## src/rtl/fsm_deco_seq.sv

```systemverilog
// fsm_deco_seq: sequenced instruction decoder with valid/ready intake and req/ack memory access.
// Define DECO_TIMEOUT_EN to enable the memory-wait timeout and the sticky mem_err flag.
module fsm_deco_seq #(
  parameter int RA_W    = 2,
  parameter int TIMEOUT = 16,
  localparam int INSTR_W = 4 + 2 * RA_W
) (
  input  logic               clk,
  input  logic               rst_n,
  input  logic               instr_valid,
  output logic               instr_ready,
  input  logic [INSTR_W-1:0] instr,
  output logic [3:0]         alu_op,
  output logic [RA_W-1:0]    rd_addr1,
  output logic [RA_W-1:0]    rd_addr2,
  output logic [RA_W-1:0]    wrt_addr,
  output logic               wrt_en,
  output logic               load_data,
  output logic               mem_req,
  output logic               mem_we,
  input  logic               mem_ack,
  input  logic               resume,
  output logic               halted,
  output logic               illegal,
  output logic               mem_err
);

  typedef enum logic [2:0] {
    IDLE = 3'd0,
    EXEC = 3'd1,
    MEM  = 3'd2,
    WB   = 3'd3,
    HALT = 3'd4
  } state_t;

  state_t            state_r;
  logic [3:0]        op_s;
  logic [RA_W-1:0]   opr1_s;
  logic [RA_W-1:0]   opr2_s;
  logic              timeout_s;

  assign op_s        = instr[INSTR_W-1 -: 4];
  assign opr1_s      = instr[2*RA_W-1 -: RA_W];
  assign opr2_s      = instr[RA_W-1:0];
  assign instr_ready = (state_r == IDLE);
  assign halted      = (state_r == HALT);

`ifdef DECO_TIMEOUT_EN
  logic [7:0] cnt_r;
  logic       mem_err_r;

  assign timeout_s = (cnt_r == 8'(TIMEOUT - 1));
  assign mem_err   = mem_err_r;

  // Memory-wait counter, restarted on every accepted instruction; sticky timeout flag
  always_ff @(posedge clk or negedge rst_n) begin
    if (!rst_n) begin
      cnt_r     <= 8'd0;
      mem_err_r <= 1'b0;
    end else begin
      if (instr_valid && (state_r == IDLE)) begin
        cnt_r <= 8'd0;
      end else if (state_r == MEM) begin
        cnt_r <= cnt_r + 8'd1;
      end
      if ((state_r == MEM) && !mem_ack && timeout_s) begin
        mem_err_r <= 1'b1;
      end
    end
  end
`else
  logic [7:0] unused_timeout_s;

  assign unused_timeout_s = 8'(TIMEOUT);
  assign timeout_s        = 1'b0;
  assign mem_err          = 1'b0;
`endif

  // Main sequencer: state, latched decode fields and handshake strobes
  always_ff @(posedge clk or negedge rst_n) begin
    if (!rst_n) begin
      state_r   <= IDLE;
      alu_op    <= 4'd0;
      rd_addr1  <= '0;
      rd_addr2  <= '0;
      wrt_addr  <= '0;
      wrt_en    <= 1'b0;
      load_data <= 1'b0;
      mem_req   <= 1'b0;
      mem_we    <= 1'b0;
      illegal   <= 1'b0;
    end else begin
      case (state_r)
        IDLE: begin
          // Address outputs are already zero here, so only the used fields are loaded
          if (instr_valid) begin
            alu_op <= op_s;
            case (op_s)
              4'd0: state_r <= EXEC;
              4'd1: begin
                state_r  <= EXEC;
                wrt_addr <= opr1_s;
                wrt_en   <= 1'b1;
              end
              4'd2, 4'd3: begin
                state_r  <= EXEC;
                rd_addr1 <= opr1_s;
                wrt_addr <= opr1_s;
                wrt_en   <= 1'b1;
              end
              4'd4: begin
                state_r   <= MEM;
                mem_req   <= 1'b1;
                mem_we    <= 1'b0;
                wrt_addr  <= opr1_s;
                load_data <= 1'b1;
              end
              4'd5: begin
                state_r  <= MEM;
                mem_req  <= 1'b1;
                mem_we   <= 1'b1;
                rd_addr1 <= opr1_s;
              end
              4'd6, 4'd8: begin
                state_r  <= EXEC;
                rd_addr1 <= opr1_s;
                rd_addr2 <= opr2_s;
                wrt_addr <= opr1_s;
                wrt_en   <= 1'b1;
              end
              4'd7: begin
                state_r  <= EXEC;
                rd_addr1 <= opr2_s;
                wrt_addr <= opr1_s;
                wrt_en   <= 1'b1;
              end
              4'd9: state_r <= HALT;
              default: begin
                state_r <= EXEC;
                illegal <= 1'b1;
              end
            endcase
          end
        end
        EXEC, WB: begin
          state_r   <= IDLE;
          wrt_en    <= 1'b0;
          load_data <= 1'b0;
          rd_addr1  <= '0;
          rd_addr2  <= '0;
          wrt_addr  <= '0;
        end
        MEM: begin
          // An ack on the limit edge takes priority over the timeout
          if (mem_ack) begin
            mem_req <= 1'b0;
            mem_we  <= 1'b0;
            if (mem_we) begin
              state_r  <= IDLE;
              rd_addr1 <= '0;
            end else begin
              state_r <= WB;
              wrt_en  <= 1'b1;
            end
          end else if (timeout_s) begin
            state_r   <= IDLE;
            mem_req   <= 1'b0;
            mem_we    <= 1'b0;
            load_data <= 1'b0;
            rd_addr1  <= '0;
            wrt_addr  <= '0;
          end
        end
        HALT: begin
          if (resume) begin
            state_r <= IDLE;
          end
        end
        default: begin
          state_r   <= IDLE;
          wrt_en    <= 1'b0;
          load_data <= 1'b0;
          mem_req   <= 1'b0;
          mem_we    <= 1'b0;
          rd_addr1  <= '0;
          rd_addr2  <= '0;
          wrt_addr  <= '0;
        end
      endcase
    end
  end

endmodule

```

## config.mk

```make
export PLATFORM = sky130hd
export DESIGN_NAME = fsm_deco_seq
export DESIGN_NICKNAME = d
export VERILOG_FILES = /design/src/rtl/fsm_deco_seq.sv
export SDC_FILE = /design/constraint.sdc
export NUM_CORES = 1
export LEC_CHECK = 0
export BUFFER_PORTS_ARGS = -buffer_cell sky130_fd_sc_hd__clkbuf_2
export CAP_MARGIN = 10
export CORE_ASPECT_RATIO = 1.2
export CORE_MARGIN = 10
export CORE_UTILIZATION = 45
export CTS_CLUSTER_SIZE = 25
export DETAILED_ROUTE_END_ITERATION = 7
export PLACE_DENSITY = 0.74
export SYNTH_ARGS = -nofsm -noshare
export SYNTH_HDL_FRONTEND = slang
export SYNTH_SLANG_ARGS = --single-unit
```

## constraint.sdc

```tcl
create_clock -name clk -period 1.3 [get_ports clk]
set_input_delay 0.065 -clock clk [delete_from_list [all_inputs] [get_ports clk]]
set_output_delay 0.065 -clock clk [all_outputs]
set_load 0.02 [all_outputs]
```

==> impl_results.md, run 1 <==
* WHS Endpoint: rd_addr2[0]$_DFFE_PN0P_
* Post-synthesis mux area share at under 10%
* Area after DPL at roughly 1400 sq um
* Hold path depth at 3
* Area contributors post-synth: dfrtp_1, mux2_2, nand2b_1
* Kind of critical path: flop to flop
* Critical path peak fanout at 4
* Util after Layout at around 70%
* Initial antenna violation count at 0
* Net Count, Synth at ~120
* Crit share post-route at 115%
* Fin worst setup slack at -189 ps
* Synth Area in Compound Gates at around 21%
* Commonest non-fill, non-tap cell in the layout: clkbuf_2
* Met1 WL at 1280 microns
* First drt pass iteration count at 4
* Distinct cells, synth at 45
* Layout cells sized above 1 at a little under three fifths
* Via count at approximately 970
* EDFF count, synth at 0
* Unrepaired setup endpoints after global routing: yes
* Routability cong. at approximately 0.87
* # rows at 19
* Inst Count DP at roughly 180
* Most frequent cells in the layout: clkbuf_2, buf_4, dfrtp_1
* Total global routing track utilization at 13.3%
* Synth Area in XOR/XNOR at 0%
* Met2 routed WL at between 1500 and 2000 microns
* Run status: finished, violations left
* Reg2Reg Depth at 5
* RR Startpoint: state_r[2]$_DFFE_PN0P_
* Wire length on met3 at between 150 and 200 microns
* Skew final at approximately 9.5 ps
* Wirelength, routed at roughly 3000 microns
* Post-synthesis async set-or-reset flop share at 100%
* Largest family of logic cells by synthesized area: compound AO/OA/AOI/OAI gates
* DR WL/cell at 15.9 microns
* Max-slew violation count at 0
* Die Wd at 64.2 microns
* FILL cells at 172
* Post-DRT Antenna Nets at 0
* Die H at between 70 and 80 microns
* Clk pin slew, worst setup/hold paths at 110 ps
* Sequential area share after synthesis at between 40% and 50%
* Failing checks: negative setup slack
* CTS tree: done
* P_leak at roughly 0.75 nW
* Vias in the first global route at between 1k and 1.5k
* Main synth FF type: dfrtp_1
* Arr. time, crit path at ~1700 ps
* Core ar. at 2260 sq um
* Required @ worst endpoint at ~1500 ps
* Mapped Cells at around 110
* Reg2Reg Capture Point: wrt_addr[0]$_DFFE_PN0P_
* CTS Buf Count at 3
* Final Hold Viols at 0
* Slack of the worst reg-to-reg path at -190 ps
* PortBufs at 29
* Syn Area/Cell at 9.75 sq um
* Via/cell ratio at roughly 5
* Initial cell density of the core at between 40 and 50%
* Cell taking the most area after synthesis: dfrtp_1
* DR top layer: met4
* Max Fclk at 672 MHz
* Synth Area in Adders at 0%
* Clock tree buffer depth at 2
* Critical Path End Type: flop
* Number of max-cap violations at 0
* Yosys Warn Count at 0
* I/O pin count at 31
* DP HPWL at around 2200 microns
* Non-Filler Instances at 189
* CTS Root Cell: clkbuf_4
* Die ar. at roughly 4700 sq um
* Hold_ws at ~8.5 ps
* Nets at approximately 170
* Crit start category: flop
* Register area at 453 sq um
* Mapped cell area at ~1100 sq um
* First-pass GRT wire length at around 5000 microns
* Area growth syn-to-layout at 50.2%
* Remaining DRCs at 0
* Final Critical Period at roughly 1500 ps
* H-tree lvl count at 1
* Worst vdd ir at ~1.4 mV
* PwrDens at about 2000 nW/um^2
* Hold Crit Start: instr[0]
* Power Total at between 3 and 4 mW
* Initial DRC Count at 16
* Multi-input combinational cell area at roughly 640 sq um
* Final instance area at 1580 sq um
* Clk_lat worst skew at 300 ps
* Diodes inserted at 0
* Largest net degree at the start of global routing at 19
* Number of synthesized register bits at 18
* Post-Synth Simple-Gate Area at 21.5%
* Gr ovfl total at 0
* Post-synth top area share at 42.8%
* Min-Delay Path Class: primary input to flop
* Clock sinks at 18
* Final setup fails at 19
==> metal layers <==
layer	vias to the layer above	GRT usage, %
li1	484	-
met1	461	14.5
met2	21	23.0
met3	7	3.99
met4	0	6.43
met5	-	0
==> repair_timing <==
| action | CTS | global route |
|---|---|---|
| gates resized for setup | 24 | 9 |
| hold buffers | 2 | 0 |
| buffers inserted | 6 | 0 |
| pin swaps | 9 | 6 |
| endpoints found under the hold margin | 19 | 0 |
| endpoints found under the setup margin | 17 | 19 |
==> state kept, by name, indices dropped and copies added (netlist names) <==
register   flops
alu_op         4
illegal        1
load_data      1
mem_req        1
mem_we         1
rd_addr1       2
rd_addr2       2
state_r        3
wrt_addr       2
wrt_en         1
==> logic make-up (layout without fill, tap and decap cells) <==
group | after synthesis | after routing
AND/OR/NAND/NOR | 35 | 35
other | 1 | 1
AO/OA/AOI/OAI | 32 | 32
buffers and inverters | 16 | 66
flip-flops | 18 | 18
multiplexers | 6 | 6
==> cell usage after synthesis (all sizes together) (4+ instances only) <==
cell type   n
nor2        4
dfrtp      18
o21ai       7
inv         8
nand2b      5
buf         7
mux2        4
a21oi       6
nand2       7
==> power by group <==
part	internal (mW)	switching (mW)
Combinational	0.915	0.972
Sequential	0.750	0.127
Clock	0.171	0.180
==> worst max path at each step <==
stage | startpoint | cells after the start | slack, ps | endpoint
2_1_floorplan | state_r[2]$_DFFE_PN0P_ | 3 | -40 | alu_op[0]$_DFFE_PN0P_
3_3_place_gp | state_r[0]$_DFFE_PN0P_ | 3 | -190 | state_r[2]$_DFFE_PN0P_
3_5_place_dp | state_r[0]$_DFFE_PN0P_ | 3 | -160 | wrt_addr[0]$_DFFE_PN0P_
4_1_cts | state_r[0]$_DFFE_PN0P_ | 4 | -180 | instr_ready
5_1_grt | state_r[2]$_DFFE_PN0P_ | 5 | -210 | wrt_addr[0]$_DFFE_PN0P_
6_report | state_r[2]$_DFFE_PN0P_ | 5 | -190 | wrt_addr[0]$_DFFE_PN0P_
==> cell type report <==
| class | count | share of cell area (%) |
|---|---|---|
| multi-input combinational | 74 | 40.7 |
| sequential | 18 | 28.6 |
| timing repair buffer | 54 | 23.9 |
| tap | 31 | 2.45 |
| clock buffer | 4 | 2.29 |
| inverter | 8 | 2.06 |
==> per-stage QoR <==
step           setup TNS [ps]  worst slack, ps
2_1_floorplan            -311            -42.1
3_3_place_gp            -1670             -186
3_5_place_dp            -1790             -156
4_1_cts                 -1680             -176
5_1_grt                 -2700             -213
6_report                -1880             -189
==> critical path, cell delays in order, from the launching register on <==
cell     delay, ps
dfrtp_1        420
buf_6          130
or3b_4         400
nand2_2        120
o31ai_4         80
a32o_1         220
No activity file was read; power rests on OpenSTA's default activity.
==> run 2, diff against run 1 <==
--- a/config.mk
+++ b/config.mk
@@ -5,6 +5,7 @@
 export SDC_FILE = /design/constraint.sdc
 export NUM_CORES = 1
 export LEC_CHECK = 0
+export ABC_AREA = 1
 export BUFFER_PORTS_ARGS = -buffer_cell sky130_fd_sc_hd__clkbuf_2
 export CAP_MARGIN = 10
 export CORE_ASPECT_RATIO = 1.2
==> run 2 against run 1 <==
The flow still finishes with violations (negative setup slack). Clock power fell by 18%. Die area fell by 0.76%. Sequential share of layout area rose by 1.4 points. Clock-buffer cell count fell by 1. Largest cell class unchanged. Worst hold slack got worse by 4.2 ps. Final area fell by 4.8%. Synthesized cell count rose by 38%. Total power rose by 7.7%. Sequential power rose by 4.1%. First-iteration DRC count rose to 3.4 times the previous value. Highest routed layer unchanged. Via count rose by 20%.
==> impl_results.md, run 2 <==
* Crit share post-route at 108% (-7.0 points)
* Remaining DRCs at 0 (unchanged)
* Net Count, Synth at 162 (+34%)
* Clock sinks at 18 (unchanged)
* PortBufs at 29 (unchanged)
* Most frequent cells in the layout: nand2_1, clkbuf_2, dfrtp_1
* Non-Filler Instances at 226 (+20%)
* First-pass GRT wire length at 4950 microns (-1.7%)
* Failing checks: negative setup slack
* Initial cell density of the core at 46.1% (-0.50 points)
* Top cells by count, synth: nand2_1, dfrtp_1, inv_1, nor2_1, o21ai_0
* Register share of total power at 27.2% (-1.0 points)
* Largest register by flop count: alu_op
* I/O pin count at 31 (unchanged)
* Skew final at 1.90 ps (-7.62 ps)
* FILL cells at 184 (+7.0%)
* Layout cells sized above 1 at 44.1% (-12 points)
* Reg2Reg Capture Point: state_r[0]$_DFFE_PN0P_
* Via count at 1167 (+20%)
* Reg2Reg Depth at 7 (+2)
* Unrepaired setup endpoints after global routing: yes
* Post-DRT Antenna Nets at 0 (unchanged)
* CTS tree: done
* DP HPWL at 2040 microns (-6.1%)
* Arr. time, crit path at 1620 ps (-60 ps)
* Syn Area/Cell at 6.99 sq um (-28%)
* P_leak at 0.833 nW (+11%)
* Distinct cells, synth at 21 (-53%)
* Max reg flops at 4 (unchanged)
* Max Fclk at 715 MHz (+6.5%)
* Critical path peak fanout at 7 (+3)
* Die H at 72.7 microns (-0.39%)
* Top-count cell post-synth: nand2_1
* Psw at 1.59 mW (+24%)
* Critical Path End Type: flop
* Routability cong. at 0.902 (+4.1%)
* WHS Endpoint: rd_addr2[0]$_DFFE_PN0P_
* Worst vdd ir at 1.55 mV (+9.2%)
* Clock network power share at 8.5% (-2.8 points)
* Clk pin slew, worst setup/hold paths at 100 ps (about the same)
* Power Total at 3.35 mW (+7.7%)
* Mapped cell area at 1040 sq um (-1.1%)
* Final instance area at 1510 sq um (-4.8%)
* Largest incremental delay on the critical path at 460 ps (+40 ps)
* Clk_lat worst skew at 300 ps (about the same)
* Initial antenna violation count at 0 (unchanged)
* Post-synth top area share at 43.2% (+0.46 points)
* Number of synthesized register bits at 18 (unchanged)
* EDFF count, synth at 0 (unchanged)
* Initial DRC Count at 55 (+39)
* Area contributors post-synth: dfrtp_1, nand2_1, inv_1
* Sw frac at 47.4% (+6.3 points)
* Main synth FF type: dfrtp_1
* PwrDens at 2230 nW/um^2 (+13%)
* Largest registers: alu_op x4, state_r x3
* Nets at 210 (+22%)
* Largest net degree at the start of global routing at 19 (unchanged)
* Int Pwr at 1.77 mW (-3.8%)
* Crit start category: flop
* Inst Count DP at 209 (+18%)
* H-tree lvl count at 1 (unchanged)
* Yosys Warn Count at 0 (unchanged)
* Area growth syn-to-layout at 44.5%
* Cell taking the most area after synthesis: dfrtp_1
* First drt pass iteration count at 4 (unchanged)
* Core ar. at 2260 sq um (unchanged)
* Most frequent cell on the critical path: nand2_4
* Gr ovfl total at 0 (unchanged)
* Fin worst setup slack at -97.9 ps (+90.6 ps)
* Run status: finished, violations left
* Hold Crit Start: instr[0]
* Clock tree buffer depth at 2 (unchanged)
* Commonest non-fill, non-tap cell in the layout: nand2_1
* Logic pwr share at 64.2% (+3.6 points)
* Min-Delay Path Class: primary input to flop
* Required @ worst endpoint at 1520 ps (+30 ps)
* Final setup fails at 12 (-7)
* Area after DPL at 1220 sq um (-9.7%)
* Number of max-cap violations at 0 (unchanged)
* CTS Buf Count at 3 (unchanged)
* Diodes inserted at 0 (unchanged)
* Via/cell ratio at 5.16 (+0.30%)
* RR Startpoint: state_r[0]$_DFFE_PN0P_
* Total global routing track utilization at 13.0% (-0.31 points)
* Hold_ws at 4.30 ps (-4.16 ps)
* Final Hold Viols at 0 (unchanged)
* Worst-path cell chain: nor2_4 -> nand2_4 -> clkinv_4 -> buf_6 -> nand2_4 -> or2_0 -> a21oi_1
* Slack of the worst reg-to-reg path at -100 ps (+90 ps)
* Sequential area share after synthesis at 43.2% (+0.46 points)
* Hold path depth at 3 (unchanged)
* DR WL/cell at 13.9 microns (-13%)
* Kind of critical path: flop to flop
* Post-synthesis async set-or-reset flop share at 100% (unchanged)
* Die ar. at 4650 sq um (-0.76%)
* Slowest cell on crit path: dfrtp_2
* # rows at 19 (unchanged)
* Max-slew violation count at 0 (unchanged)
* Mapped Cells at 149 (+38%)
* Die Wd at 63.9 microns (-0.37%)
* Final Critical Period at 1400 ps (-90.6 ps)
* Wirelength, routed at 3140 microns (+4.3%)
* CTS Root Cell: clkbuf_4
* Vias in the first global route at 1108 (+4.2%)
## run 2: cell count changes after synthesis, moves of 4 or more
| cell | delta |
|---|---|
| nand2b_1 | -5 |
| nand3_1 | +6 |
| inv_1 | +9 |
| nor2_1 | +13 |
| buf_2 | -4 |
| nand2_1 | +45 |
| o21ai_0 | +7 |
| mux2_2 | -4 |
## run 2: final cells by class
type	count	area (sq um)	area share [%]
multi-input combinational	109	611	40.5
sequential	18	453	30.1
timing repair buffer	45	299	19.9
inverter	20	82.6	5.48
tap	31	38.8	2.57
clock buffer	3	22.5	1.50
## run 2: cells by family after synthesis
family	Yosys count	synth area share, %
flip-flops	18	43.2
AO/OA/AOI/OAI	20	10.9
other	1	0.360
AND/OR/NAND/NOR	88	36.5
buffers and inverters	22	9.00
## run 2: power groups by stage
| stage | logic [mW] | registers [mW] | clock network, mW |
|---|---|---|---|
| after floorplan | 0.797 | 1.12 | 0 |
| after global placement | 1.40 | 0.897 | 0 |
| after detailed placement | 1.42 | 0.910 | 0 |
| after CTS | 1.73 | 0.900 | 0.281 |
| after global routing | 2.37 | 0.938 | 0.310 |
| final | 2.15 | 0.913 | 0.287 |
## run 2: layer usage
layer	track usage, %	vias to the layer above	part of all wire, %
met3	5.68	7	7.4
met1	13.0	558	36
met4	6.08	0	1.8
met5	0	-	0
li1	-	563	-
met2	22.7	39	54
## run 2: worst max path at each step
| stage | startpoint | end | cells past startpoint | slack, ps |
|---|---|---|---|---|
| after floorplan | state_r[0]$_DFFE_PN0P_ | state_r[1]$_DFFE_PN0P_ | 6 | 30 |
| after global placement | state_r[2]$_DFFE_PN0P_ | mem_req$_DFFE_PN0P_ | 9 | 30 |
| after detailed placement | state_r[0]$_DFFE_PN0P_ | state_r[0]$_DFFE_PN0P_ | 6 | 2 |
| after CTS | state_r[0]$_DFFE_PN0P_ | halted | 4 | -10 |
| after global routing | state_r[0]$_DFFE_PN0P_ | state_r[0]$_DFFE_PN0P_ | 7 | -140 |
| final | state_r[0]$_DFFE_PN0P_ | state_r[0]$_DFFE_PN0P_ | 7 | -100 |
## run 2: what timing repair did
item / 4_1_cts / 5_1_grt
setup buffers: 8 / 5
hold buffers: 1 / 0
gates resized for setup: 19 / 38
endpoints found under the setup margin: 5 / 17
pin swaps: 6 / 9
hold endpoints to repair: 18 / 0
## run 2: critical path, delay by kind of cell (launching register included)
kind / cells / cell delay (ps)
DFF: 1 / 460
and+or+nand+nor: 4 / 510
AOI/OAI and AO/OA: 1 / 160
buffers and inverters: 2 / 190
## run 2: metrics by stage
stage	TNS, ps	setup WS [ps]	utilization, %
2_1_floorplan	0	33.8	-
3_3_place_gp	0	27.6	54.2
3_5_place_dp	0	1.51	54.2
4_1_cts	-10.8	-9.73	60.4
5_1_grt	-1160	-145	66.7
6_report	-350	-97.9	66.7
==> run 3, diff against run 2 <==
--- a/config.mk
+++ b/config.mk
@@ -13,7 +13,7 @@
 export CORE_UTILIZATION = 45
 export CTS_CLUSTER_SIZE = 25
 export DETAILED_ROUTE_END_ITERATION = 7
-export PLACE_DENSITY = 0.74
+export PLACE_DENSITY = 0.78
 export SYNTH_ARGS = -nofsm -noshare
 export SYNTH_HDL_FRONTEND = slang
 export SYNTH_SLANG_ARGS = --single-unit
==> run 3 against run 2 <==
The flow still finishes with violations (negative setup slack). Largest power group unchanged. Critical endpoint is now instr_ready. Clock power about the same. First-iteration DRC count increased by 49%. Final cell count decreased by 0.44%. Clock-buffer cell count unchanged. Global-route usage increased by 0.66 points. Register-to-register slack about the same. Total power about the same. Non-clock buffer count decreased by 1.
==> impl_results.md, run 3 (same netlist as run 2, synthesis figures left out) <==
* Run status: finished, violations left
* Failing checks: negative setup slack
* Number of max-cap violations at 0 (unchanged)
* PortBufs at 29 (unchanged)
* CTS Root Cell: clkbuf_4
* Die H at 72.7 microns (unchanged)
* First drt pass iteration count at 4 (unchanged)
* Area growth syn-to-layout at 41.1%
* Largest incremental delay on the critical path at 450 ps (about the same)
* Wirelength, routed at 3210 microns (+2.2%)
* Largest register by flop count: alu_op
* Clock sinks at 18 (unchanged)
* Initial antenna violation count at 0 (unchanged)
* Hold path depth at 3 (unchanged)
* Diodes inserted at 0 (unchanged)
* Final instance area at 1470 sq um (-2.4%)
* Met3 Use GR at 3.07% (-2.6 points)
* Critical Path End Type: output port
* Final setup fails at 16 (+4)
* Gr ovfl total at 0 (unchanged)
* Power Total at 3.36 mW (about the same)
* Clk pin slew, worst setup/hold paths at 100 ps (about the same)
* Skew final at 5.15 ps (+3.25 ps)
* Reg2Reg Depth at 5 (-2)
* Die ar. at 4650 sq um (unchanged)
* Slowest cell on crit path: dfrtp_2
* Core ar. at 2260 sq um (unchanged)
* Commonest non-fill, non-tap cell in the layout: nand2_1
* DP HPWL at 2200 microns (+7.8%)
* Via/cell ratio at 5.20 (+0.62%)
* Crit start category: flop
* Busiest layer in global routing: met2
* Arr. time, crit path at 1340 ps (-280 ps)
* Worst vdd ir at 1.32 mV (-15%)
* DR WL/cell at 14.3 microns (+2.7%)
* Required @ worst endpoint at 1240 ps (-280 ps)
* Layout cells sized above 1 at 39.7% (-4.4 points)
* Critical path peak fanout at 4 (-3)
* P_leak at 0.815 nW (-2.2%)
* Total global routing track utilization at 13.7% (+0.66 points)
* Routability cong. at 0.834 (-7.5%)
* Max-slew violation count at 0 (unchanged)
* Slack of the worst reg-to-reg path at -90 ps (about the same)
* Util after Layout at 65.1% (-1.6 points)
* CTS tree: done
* Fin worst setup slack at -102 ps (-4.16 ps)
* Die Wd at 63.9 microns (unchanged)
* FILL cells at 184 (unchanged)
* Nets at 209 (-0.48%)
* Met2 usage at 23.9% (+1.2 points)
* Most frequent cells in the layout: nand2_1, clkbuf_2, dfrtp_1
* Vias in the first global route at 1168 (+5.4%)
* Crit share post-route at 108% (+0.32 points)
* Post-DRT Antenna Nets at 0 (unchanged)
* First-pass GRT wire length at 5180 microns (+4.6%)
* Clk_lat worst skew at 300 ps (about the same)
* Max reg flops at 4 (unchanged)
* Initial DRC Count at 82 (+49%)
* Register area at 452 sq um (-0.28%)
* Unrepaired setup endpoints after global routing: yes
* PwrDens at 2280 nW/um^2 (+2.5%)
* I/O pin count at 31 (unchanged)
* Initial cell density of the core at 46.1% (unchanged)
* Largest registers: alu_op x4, state_r x3
* Clock tree buffer depth at 2 (unchanged)
* Min-Delay Path Class: primary input to flop
* Multi-input combinational cell area at 571 sq um (-6.6%)
* GRT met1 Usage at 14.1% (+1.2 points)
* CTS Buf Count at 3 (unchanged)
* Area after DPL at 1230 sq um (+0.61%)
* Worst-path cell chain: nor2_4 -> nand2_4 -> inv_6 -> buf_6 -> buf_8
* Remaining DRCs at 0 (unchanged)
* Final Critical Period at 1400 ps (+4.16 ps)
* Max Fclk at 713 MHz (-0.30%)
* # rows at 19 (unchanged)
* Largest net degree at the start of global routing at 19 (unchanged)
* H-tree lvl count at 1 (unchanged)
* Final Hold Viols at 0 (unchanged)
* Post-placement worst setup slack at -52.3 ps (-53.8 ps)
* Kind of critical path: flop to output port
* Via count at 1169 (+0.17%)
## run 3: cell count changes in the layout (fill, tap and decap cells not counted), sizes merged
cell	change
clkbuf	+1
clkinv	-1
inv	+1
buf	-2
## run 3: cell type report
class | instances | area share (%)
Clock buffer | 3 | 1.53
Sequential cell | 18 | 30.7
Timing Repair Buffer | 44 | 20.9
Multi-Input combinational cell | 109 | 38.8
Inverter | 20 | 5.45
Tap cell | 31 | 2.64
## run 3: repair_timing
item | in CTS | in global routing
endpoints found under the hold margin | 18 | 0
setup endpoints to repair | 7 | 19
hold buffers | 1 | 0
gates resized for setup | 18 | 21
pin swaps | 5 | 11
setup buffers | 11 | 0
## run 3: where the power goes
| group | switching, mW | internal [mW] |
|---|---|---|
| Sequential | 0.155 | 0.771 |
| Combinational | 1.24 | 0.904 |
| Clock | 0.176 | 0.108 |
| Total | 1.57 | 1.78 |
## run 3: per-layer routing
layer / routed length, microns / part of all wire, %
met5: 0 / 0
met4: 140 / 4.4
met3: 260 / 8.1
met2: 1650 / 51
met1: 1160 / 36
## run 3: path summary, 6_finish.rpt
kind	to	startpoint
min in group asynchronous	wrt_addr[1]$_DFFE_PN0P_	rst_n
worst min register to register	illegal$_DFFE_PN0P_	illegal$_DFFE_PN0P_
worst max-delay path	instr_ready	state_r[0]$_DFFE_PN0P_
max in group asynchronous	state_r[0]$_DFFE_PN0P_	rst_n
worst min-delay path	rd_addr2[0]$_DFFE_PN0P_	instr[0]
worst max register to register	state_r[1]$_DFFE_PN0P_	state_r[0]$_DFFE_PN0P_
## run 3: worst max-delay path: cells and delay by family (launching register included)
kind                   cells  cell delay, ps
DFF                        1             450
buffers and inverters      3             290
and+or+nand+nor            2             300
## run 3: stage by stage
stage | TNS, ps | hold WS [ps] | instances
CTS | -102 | 16.3 | 225
global route | -2000 | 25.2 | 225
floorplan | 0 | -231 | 149
global placement | 0 | 22.0 | 210
detailed placement | -101 | 28.0 | 210
finish | -797 | 10.4 | 225
